<file path="src/rtl/tpu_pkg.sv">
// Shared TPU types: instruction word layout, address widths and opcode flag positions.
package tpu_pkg;

    typedef logic [7:0]  opcode_type;
    typedef logic [31:0] length_type;
    typedef logic [15:0] accumulator_addr_type;
    typedef logic [23:0] buffer_addr_type;

    typedef struct packed {
        opcode_type           opcode;
        length_type           length;
        accumulator_addr_type acc_addr;
        buffer_addr_type      buffer_addr;
    } instr_type;

    localparam int unsigned OPC_ACCUMULATE_BIT = 0;
    localparam int unsigned OPC_SIGNED_BIT     = 1;

    typedef enum logic {
        MM_IDLE,
        MM_READ
    } mm_state_e;

endpackage

</file>
<file path="src/rtl/matmul_flow_controller_if.sv">
// Instruction handshake plus unified-buffer / MMU / accumulator control bus of the matmul controller.
interface matmul_flow_controller_if;
    import tpu_pkg::*;

    instr_type            instr;
    logic                 instr_enable;
    buffer_addr_type      buf_read_addr;
    logic                 buf_read_en;
    logic                 mmu_sds_en;
    logic                 mmu_signed;
    logic                 activate_weight;
    accumulator_addr_type acc_write_addr;
    logic                 acc_write_en;
    logic                 accumulate;
    logic                 busy;
    logic                 resource_busy;

    // master issues instructions and consumes the control strobes
    modport master (
        output instr, instr_enable,
        input  buf_read_addr, buf_read_en, mmu_sds_en, mmu_signed, activate_weight,
        input  acc_write_addr, acc_write_en, accumulate, busy, resource_busy
    );

    modport slave (
        input  instr, instr_enable,
        output buf_read_addr, buf_read_en, mmu_sds_en, mmu_signed, activate_weight,
        output acc_write_addr, acc_write_en, accumulate, busy, resource_busy
    );

endinterface

</file>
<file path="src/rtl/matmul_write_delay.sv">
// Enable-gated DEPTH-stage shift line carrying accumulator write address, accumulate flag and valid.
module matmul_write_delay
    import tpu_pkg::*;
#(
    parameter int unsigned DEPTH = 17
) (
    input  logic                 clk,
    input  logic                 rst,
    input  logic                 enable,
    input  logic                 push_valid,
    input  accumulator_addr_type push_addr,
    input  logic                 push_accumulate,
    output logic                 pop_valid,
    output accumulator_addr_type pop_addr,
    output logic                 pop_accumulate,
    output logic                 any_valid
);

    logic [DEPTH-1:0]     valid_q;
    logic [DEPTH-1:0]     acc_q;
    accumulator_addr_type addr_q [DEPTH];

    always_ff @(posedge clk) begin
        if (!rst) begin
            valid_q <= '0;
            acc_q   <= '0;
            for (int unsigned i = 0; i < DEPTH; i++) begin
                addr_q[i] <= '0;
            end
        end else if (enable) begin
            valid_q <= {valid_q[DEPTH-2:0], push_valid};
            acc_q   <= {acc_q[DEPTH-2:0], push_accumulate};
            addr_q[0] <= push_addr;
            for (int unsigned i = 1; i < DEPTH; i++) begin
                addr_q[i] <= addr_q[i-1];
            end
        end
    end

    assign pop_valid      = valid_q[DEPTH-1];
    assign pop_accumulate = acc_q[DEPTH-1];
    assign pop_addr       = addr_q[DEPTH-1];
    assign any_valid      = |valid_q;

endmodule

</file>
<file path="src/rtl/matmul_flow_controller.sv">
// Sequences unified-buffer reads into the systolic array and the delayed accumulator writes.
// Optional MATMUL_PERF_COUNTER_EN adds a saturating busy_cycles counter port.
module matmul_flow_controller
    import tpu_pkg::*;
#(
    parameter int unsigned MATRIX_WIDTH = 14
) (
    input  logic                     clk,
    input  logic                     rst,
    input  logic                     enable,
    matmul_flow_controller_if.slave  bus
`ifdef MATMUL_PERF_COUNTER_EN
    ,
    output logic [31:0]              busy_cycles
`endif
);

    localparam int unsigned LAT = MATRIX_WIDTH + 3;

    mm_state_e            state;
    length_type           remaining;
    buffer_addr_type      read_addr;
    accumulator_addr_type row_acc_addr;
    logic                 read_en;
    logic                 act_pulse;
    logic                 acc_flag;
    logic                 signed_flag;

    logic                 pipe_any_valid;
    logic                 busy_int;

    // read_en doubles as resource_busy: IDLE is the only state that accepts
    always_ff @(posedge clk) begin
        if (!rst) begin
            state        <= MM_IDLE;
            remaining    <= '0;
            read_addr    <= '0;
            row_acc_addr <= '0;
            read_en      <= 1'b0;
            act_pulse    <= 1'b0;
            acc_flag     <= 1'b0;
            signed_flag  <= 1'b0;
        end else if (enable) begin
            case (state)
                MM_IDLE: begin
                    if (bus.instr_enable && (bus.instr.length != '0)) begin
                        state        <= MM_READ;
                        remaining    <= bus.instr.length - length_type'(1);
                        read_addr    <= bus.instr.buffer_addr;
                        row_acc_addr <= bus.instr.acc_addr;
                        acc_flag     <= bus.instr.opcode[OPC_ACCUMULATE_BIT];
                        signed_flag  <= bus.instr.opcode[OPC_SIGNED_BIT];
                        read_en      <= 1'b1;
                        act_pulse    <= 1'b1;
                    end
                end
                MM_READ: begin
                    act_pulse <= 1'b0;
                    if (remaining == '0) begin
                        state       <= MM_IDLE;
                        read_en     <= 1'b0;
                        signed_flag <= 1'b0;
                    end else begin
                        remaining    <= remaining - length_type'(1);
                        read_addr    <= read_addr + buffer_addr_type'(1);
                        row_acc_addr <= row_acc_addr + accumulator_addr_type'(1);
                    end
                end
                default: state <= MM_IDLE;
            endcase
        end
    end

    // payload is zeroed when no row is read so idle write outputs stay 0
    matmul_write_delay #(
        .DEPTH (LAT)
    ) u_write_delay (
        .clk             (clk),
        .rst             (rst),
        .enable          (enable),
        .push_valid      (read_en),
        .push_addr       (read_en ? row_acc_addr : '0),
        .push_accumulate (read_en & acc_flag),
        .pop_valid       (bus.acc_write_en),
        .pop_addr        (bus.acc_write_addr),
        .pop_accumulate  (bus.accumulate),
        .any_valid       (pipe_any_valid)
    );

    assign busy_int            = read_en | pipe_any_valid;
    assign bus.busy            = busy_int;
    assign bus.resource_busy   = read_en;
    assign bus.buf_read_en     = read_en;
    assign bus.mmu_sds_en      = read_en;
    assign bus.buf_read_addr   = read_addr;
    assign bus.activate_weight = act_pulse;
    assign bus.mmu_signed      = signed_flag;

`ifdef MATMUL_PERF_COUNTER_EN
    always_ff @(posedge clk) begin
        if (!rst) begin
            busy_cycles <= '0;
        end else if (enable && busy_int && (busy_cycles != '1)) begin
            busy_cycles <= busy_cycles + 32'd1;
        end
    end
`endif

endmodule

</file>
<file path="src/flat_wrapper.sv">
// flat-port wrapper written by rule: the top's interface ports become plain ports
module matmul_flow_controller_flat import tpu_pkg::*;
#(
    parameter int unsigned MATRIX_WIDTH = 14
)
  (clk, rst, enable, bus_instr, bus_instr_enable, bus_buf_read_addr, bus_buf_read_en, bus_mmu_sds_en, bus_mmu_signed, bus_activate_weight, bus_acc_write_addr, bus_acc_write_en, bus_accumulate, bus_busy, bus_resource_busy);
  matmul_flow_controller_if bus_i ();
  input  logic clk;
  input  logic rst;
  input  logic enable;
  input wire logic [$bits(bus_i.instr)-1:0] bus_instr;
  input wire logic [$bits(bus_i.instr_enable)-1:0] bus_instr_enable;
  output wire logic [$bits(bus_i.buf_read_addr)-1:0] bus_buf_read_addr;
  output wire logic [$bits(bus_i.buf_read_en)-1:0] bus_buf_read_en;
  output wire logic [$bits(bus_i.mmu_sds_en)-1:0] bus_mmu_sds_en;
  output wire logic [$bits(bus_i.mmu_signed)-1:0] bus_mmu_signed;
  output wire logic [$bits(bus_i.activate_weight)-1:0] bus_activate_weight;
  output wire logic [$bits(bus_i.acc_write_addr)-1:0] bus_acc_write_addr;
  output wire logic [$bits(bus_i.acc_write_en)-1:0] bus_acc_write_en;
  output wire logic [$bits(bus_i.accumulate)-1:0] bus_accumulate;
  output wire logic [$bits(bus_i.busy)-1:0] bus_busy;
  output wire logic [$bits(bus_i.resource_busy)-1:0] bus_resource_busy;
  assign bus_i.instr = bus_instr;
  assign bus_i.instr_enable = bus_instr_enable;
  assign bus_buf_read_addr = bus_i.buf_read_addr;
  assign bus_buf_read_en = bus_i.buf_read_en;
  assign bus_mmu_sds_en = bus_i.mmu_sds_en;
  assign bus_mmu_signed = bus_i.mmu_signed;
  assign bus_activate_weight = bus_i.activate_weight;
  assign bus_acc_write_addr = bus_i.acc_write_addr;
  assign bus_acc_write_en = bus_i.acc_write_en;
  assign bus_accumulate = bus_i.accumulate;
  assign bus_busy = bus_i.busy;
  assign bus_resource_busy = bus_i.resource_busy;
  matmul_flow_controller #(.MATRIX_WIDTH(MATRIX_WIDTH)) u_core (.clk(clk), .rst(rst), .enable(enable), .bus(bus_i));
endmodule
</file>
<file path="config.mk">
export PLATFORM = sky130hd
export DESIGN_NAME = matmul_flow_controller_flat
export DESIGN_NICKNAME = d
export VERILOG_FILES = /design/src/rtl/tpu_pkg.sv /design/src/rtl/matmul_flow_controller_if.sv /design/src/rtl/matmul_write_delay.sv /design/src/rtl/matmul_flow_controller.sv /design/src/flat_wrapper.sv
export SDC_FILE = /design/constraint.sdc
export NUM_CORES = 1
export LEC_CHECK = 0
export ABC_AREA = 1
export CAP_MARGIN = 20
export CORE_AREA = 2 2 229 231
export CTS_BUF_LIST = sky130_fd_sc_hd__clkbuf_8
export CTS_CLUSTER_DIAMETER = 80
export CTS_CLUSTER_SIZE = 12
export DETAILED_ROUTE_END_ITERATION = 16
export DIE_AREA = 0 0 231 233
export SLEW_MARGIN = 10
export SYNTH_ARGS = -nofsm -noshare
export SYNTH_HDL_FRONTEND = slang
export SYNTH_SLANG_ARGS = --single-unit
</file>
<file path="constraint.sdc">
create_clock -name clk -period 26.6 [get_ports clk]
set_input_delay 5.32 -clock clk [delete_from_list [all_inputs] [get_ports clk]]
set_output_delay 5.32 -clock clk [all_outputs]
set_load 0.05 [all_outputs]
</file>
## After elaboration in Yosys (flattened, before gate mapping)

Memory sizes are Yosys's and may differ from the RTL's.
Cells that the tools add are included.

| word-level totals | value |
|---|---|
| register bits after elaboration | 111 |
| memory bits (writable) | 272 |
| input bits | 84 |
| output and inout port bits | 48 |
| memories kept | 1 |

| operators by class | value |
|---|---|
| add/sub/neg operators | 4 |
| equality and inequality tests | 3 |
| mux-type cells | 40 |
| bitwise logic cells | 20 |
| reductions and logical operators | 8 |

Memories:

| memory | depth | width | read ports | clocked after memory_dff | write ports | RTL line | text |
|---|---|---|---|---|---|---|---|
| u_core.u_write_delay.addr_q | 17 | 16 | 17 | 0 | 17 | matmul_write_delay.sv:21 | `accumulator_addr_type addr_q [DEPTH];` |

Operator list:

| kind | number |
|---|---|
| 2-to-1 mux 16 bit | 20 |
| 2-to-1 mux 32 bit | 2 |
| one-hot mux 32 bit (2 select lines) | 1 |
| subtractor 32 x 1 -> 32 bit (second input constant) | 2 |
| 2-to-1 mux 24 bit | 2 |
| one-hot mux 24 bit (2 select lines) | 1 |
| logical NOT 32 bit | 1 |
| one-hot mux 16 bit (2 select lines) | 1 |
| nonzero test 32 bit | 1 |
| adder 24 x 1 -> 24 bit (second input constant) | 1 |
| bitwise OR 1 bit | 18 |
| OR reduction 17 bit | 1 |
| adder 16 x 1 -> 16 bit (second input constant) | 1 |
| 2-to-1 mux 1 bit | 9 |
| AND reduction 3 bit | 3 |
| one-hot mux 1 bit (2 select lines) | 4 |
| inequality test 2 bit (second input constant) | 2 |
| inequality test 2 x 1 -> 1 bit (second input constant) | 1 |
| AND reduction 2 bit | 1 |
| bitwise AND 1 bit | 1 |
| logical AND 1 bit | 1 |
| NOT 1 bit | 1 |

## Depth between registers and ports, before layout

| depth | value |
|---|---|
| word-level depth | 4 |
| depth in mapped cells | 15 |

## Modules after synthesis

Synthesis repeated with hierarchy kept, for this count alone.

| unflattened totals | value |
|---|---|
| cells, all modules | 2,119 |
| area, all modules | 17,722.0 um2 |

Modules (own cells, without submodules):

| module | times used | cells an instance | area each (um2) | seq. area each (um2) |
|---|---|---|---|---|
| matmul_write_delay | 1 | 971 | 11,622.4 | 8,848.5 |
| matmul_flow_controller | 1 | 1,148 | 6,099.6 | 1,541.5 |

## Worst setup path before layout

No wires, ideal clock.

| path | value |
|---|---|
| path type | in2reg |
| start | input port rst |
| end | memory u_core.u_write_delay.addr_q[0][0] (netlist name) (enable) |
| setup time | 0.743 ns |
| arrival time | 13.287 ns |
| data required time | 25.857 ns |
| path slack | 12.570 ns |
| stages on the path | 4 |
| cells stage by stage | inv_1 > or2_2 > clkbuf_1 > clkbuf_1 |

RTL lines:

| what | RTL line | text |
|---|---|---|
| start: declaration | flat_wrapper.sv:9 | `input logic rst;` |
| end: declaration | matmul_write_delay.sv:21 |  |

==> impl_metrics.tcl <==
set metrics [dict create \
    relSlewSlack_pct 34.5 \
    rrSetupSlack_ns 23.49 \
    io_pins 132 \
    fmax_mhz 120 \
    cts_buffers 38 \
    synth_top_family_by_area "simple AND/OR/NAND/NOR gates" \
    yosys.cell_count.top_type "nor2_1" \
    synthXorXnorAreaFrac_pct 0.591 \
    die_area_mm2 0.0538 \
    grt_pass1_vias 11500 \
    tns_ns 0 \
    synth_cell_types 37 \
    power_mw 1.21 \
    drtIter0Drc 797 \
    muxShareOfSynthArea_pct 0 \
    period_share_pct 31.3 \
    ant_nets 0 \
    dp_hpwl_um 20000 \
    netlist.area_leader.share_pct 45.9 \
    num_vias 12600 \
    syn_inst 2116 \
    p_int_mw 0.883 \
    p_leak_nw 8.52 \
    layout-drive-gt1-share_pct 5.58 \
    wl_per_cell_um 11.2 \
    path_clk_slew_ns 0.08 \
    cts-hold-fix-buffers 0 \
    viasPerCell 4.33 \
    worst_pin_slew_ns 0.983 \
    cts_tree "yes" \
    routed_wl_um 32600 \
    synth.largest_area_cell "edfxtp_1" \
    power_switching_share_pct 26.8 \
    synthArstFlopShare_pct 0 \
    dieWidth_um 231 \
    core_area_mm2 0.0511 \
    synth-simple-area-share_pct 25.6 \
    area_delta_synth_final_pct 13.8 \
    start_util_pct 34.8 \
    p_comb_share_pct 13.6 \
    syn_nets 2203 \
    outcome "finished, final reports clean" \
    crit_start "rst" \
    fp.dieH_um 233 \
    drc 0 \
    fin_crit_ns 8.34 \
    synth_compound_area_share_pct 3.29 \
    final-hold-violation-count 0 \
    synth_area_per_cell_um2 8.41 \
    cts_root_buf "clkbuf_8" \
    grtUsageTotal_pct 12.0 \
    ys_seq_elements 383 \
    setup_violations 0 \
    worstSetupEndpoint "u_core.u_write_delay.addr_q[0][47]$_SDFFCE_PN0P_" \
    grt_max_degree 108 \
    crit_type "in2reg" \
    htreeDepth 2 \
    pwr-share-seq_pct 57.3 \
    antenna_found_initial 2 \
    critPathArrivalTime_ns 8.53 \
    critPathLaunchType "input port" \
    crit_path_end_kind "flop" \
    clock_latency_ns 0.58 \
    gp_congestion 0.865 \
    r2r_end "u_core.remaining[14]$_SDFFE_PN0P_" \
    p_per_area_mw_per_mm2 59.6 \
    vdd_drop_max_v 0.0000281 \
    worstHoldStart "u_core.u_write_delay.acc_q[16]$_SDFFE_PN0P_" \
    synth_area_mm2 0.0178 \
    switchingPower_mw 0.324 \
    regToRegStartpoint "u_core.state$_SDFFE_PN0P_" \
    synth-edff-count 272 \
    firstDrtPassIters 5 \
    rows 83 \
    cp_max_fo 78 \
    reg2reg_depth 15 \
    postCtsSetupRepairBufs 0 \
    rsz0062_at_grt "false" \
    fin_worst_skew_ns 0.0224 \
    grt-ovfl-total 0 \
    ys_warn_count 0 \
    cts_buffer_depth 3 \
    portBuffers 125 \
    critPathRequiredTime_ns 26.79 \
    slew_viol_final 0 \
    synth_commonest_cells "nor2_1, nand2_1, inv_1, edfxtp_1, dfxtp_1" \
    synth_adder_area_share_pct 0.211 \
    synth-seq-area-share_pct 58.4 \
    clock-sinks 383 \
    cts_resized 0 \
    layout.nets 2287 \
    synthTopCellsByArea "edfxtp_1, dfxtp_1, nor2_1" \
    grt_pass1_wl_um 53900 \
    hp-class "reg2reg" \
    synth_ff_type "edfxtp_1" \
    power_frac_clock_pct 29.1 \
    max_cap_viol_count 0 \
]
## metrics by stage
step	instance area [µm²]	hold slack [ns]	std cells	setup slack [ns]	util (%)
after floorplan	17800	0.440	2116	12.57	-
after global placement	19500	0.455	2837	17.42	38.1
after detailed placement	19500	0.460	2837	17.35	38.1
after CTS	20200	0.472	2898	17.98	39.4
after global routing	20200	0.488	2901	17.99	39.6
final	20200	0.468	2904	18.26	39.6
## metal layers
metal | track usage (%) | vias up | wire [µm]
li1 | - | 6559 | -
met1 | 15.1 | 5714 | 14900
met2 | 19.9 | 237 | 14800
met3 | 3.54 | 58 | 2230
met4 | 3.65 | 4 | 686
met5 | 0 | - | 25
## layout make-up
cell class / count / area (µm²)
Fill cell: 5138 / 30800
Sequential cell: 383 / 10400
Multi-Input combinational cell: 1206 / 5290
Inverter: 434 / 1630
Timing Repair Buffer: 137 / 1400
Tap cell: 680 / 851
Clock buffer: 41 / 564
Clock inverter: 20 / 116
Antenna cell: 3 / 7.51
## registers in the layout, indices dropped and copies added (netlist names)
name / cells
u_core.remaining: 32
u_core.bus.buf_read_en: 1
u_core.u_write_delay.addr_q: 272
u_core.acc_flag: 1
u_core.row_acc_addr: 16
u_core.bus.buf_read_addr: 24
u_core.bus.mmu_signed: 1
u_core.u_write_delay.acc_q: 17
u_core.u_write_delay.valid_q: 17
u_core.bus.activate_weight: 1
u_core.state: 1
## how the worst min path moves through the flow
stage,to,slack [ns],cells past startpoint
3_3_place_gp,u_core.u_write_delay.acc_q[16]$_SDFFE_PN0P_,0.46,2
5_1_grt,u_core.u_write_delay.acc_q[16]$_SDFFE_PN0P_,0.49,2
2_1_floorplan,u_core.acc_flag$_SDFFE_PN0P_,0.44,2
3_5_place_dp,u_core.acc_flag$_SDFFE_PN0P_,0.46,2
6_report,u_core.u_write_delay.acc_q[16]$_SDFFE_PN0P_,0.47,2
4_1_cts,u_core.u_write_delay.acc_q[16]$_SDFFE_PN0P_,0.47,2
## worst max-delay path, stage by stage
cell    delay (ns)
buf_2         0.09
buf_4         0.37
inv_1         0.26
or2_4         0.72
buf_4         0.51
buf_16        0.34
buf_4         0.82
## layout by cell type (no fill, tap or decap), types with 18 or more instances in the layout
master	count
nor2_1	489
nand2_1	456
inv_1	444
edfxtp_1	272
clkdlybuf4s50_1	124
dfxtp_1	110
nand3_1	56
clkbuf_8	41
o21ai_0	40
o22ai_1	33
nand2_4	18
## cells by family (layout without fill, tap and decap cells)
| logic type | Yosys count | after routing |
|---|---|---|
| AND/OR/NAND/NOR | 1090 | 1090 |
| XOR/XNOR | 12 | 12 |
| buffers and inverters | 527 | 632 |
| adder cells (fa/ha/maj) | 3 | 3 |
| AO/OA/AOI/OAI | 101 | 101 |
| other | 0 | 3 |
| flip-flops | 383 | 383 |
## power by group through the flow
| stage | Clock (mW) | Sequential [mW] | Combinational [mW] |
|---|---|---|---|
| finish | 0.351 | 0.692 | 0.164 |
| global route | 0.389 | 0.696 | 0.186 |
| CTS | 0.368 | 0.692 | 0.164 |
| detailed placement | 0 | 0.706 | 0.163 |
| global placement | 0 | 0.704 | 0.161 |
| floorplan | 0 | 0.721 | 0.109 |
No activity file was read; power rests on OpenSTA's default activity.
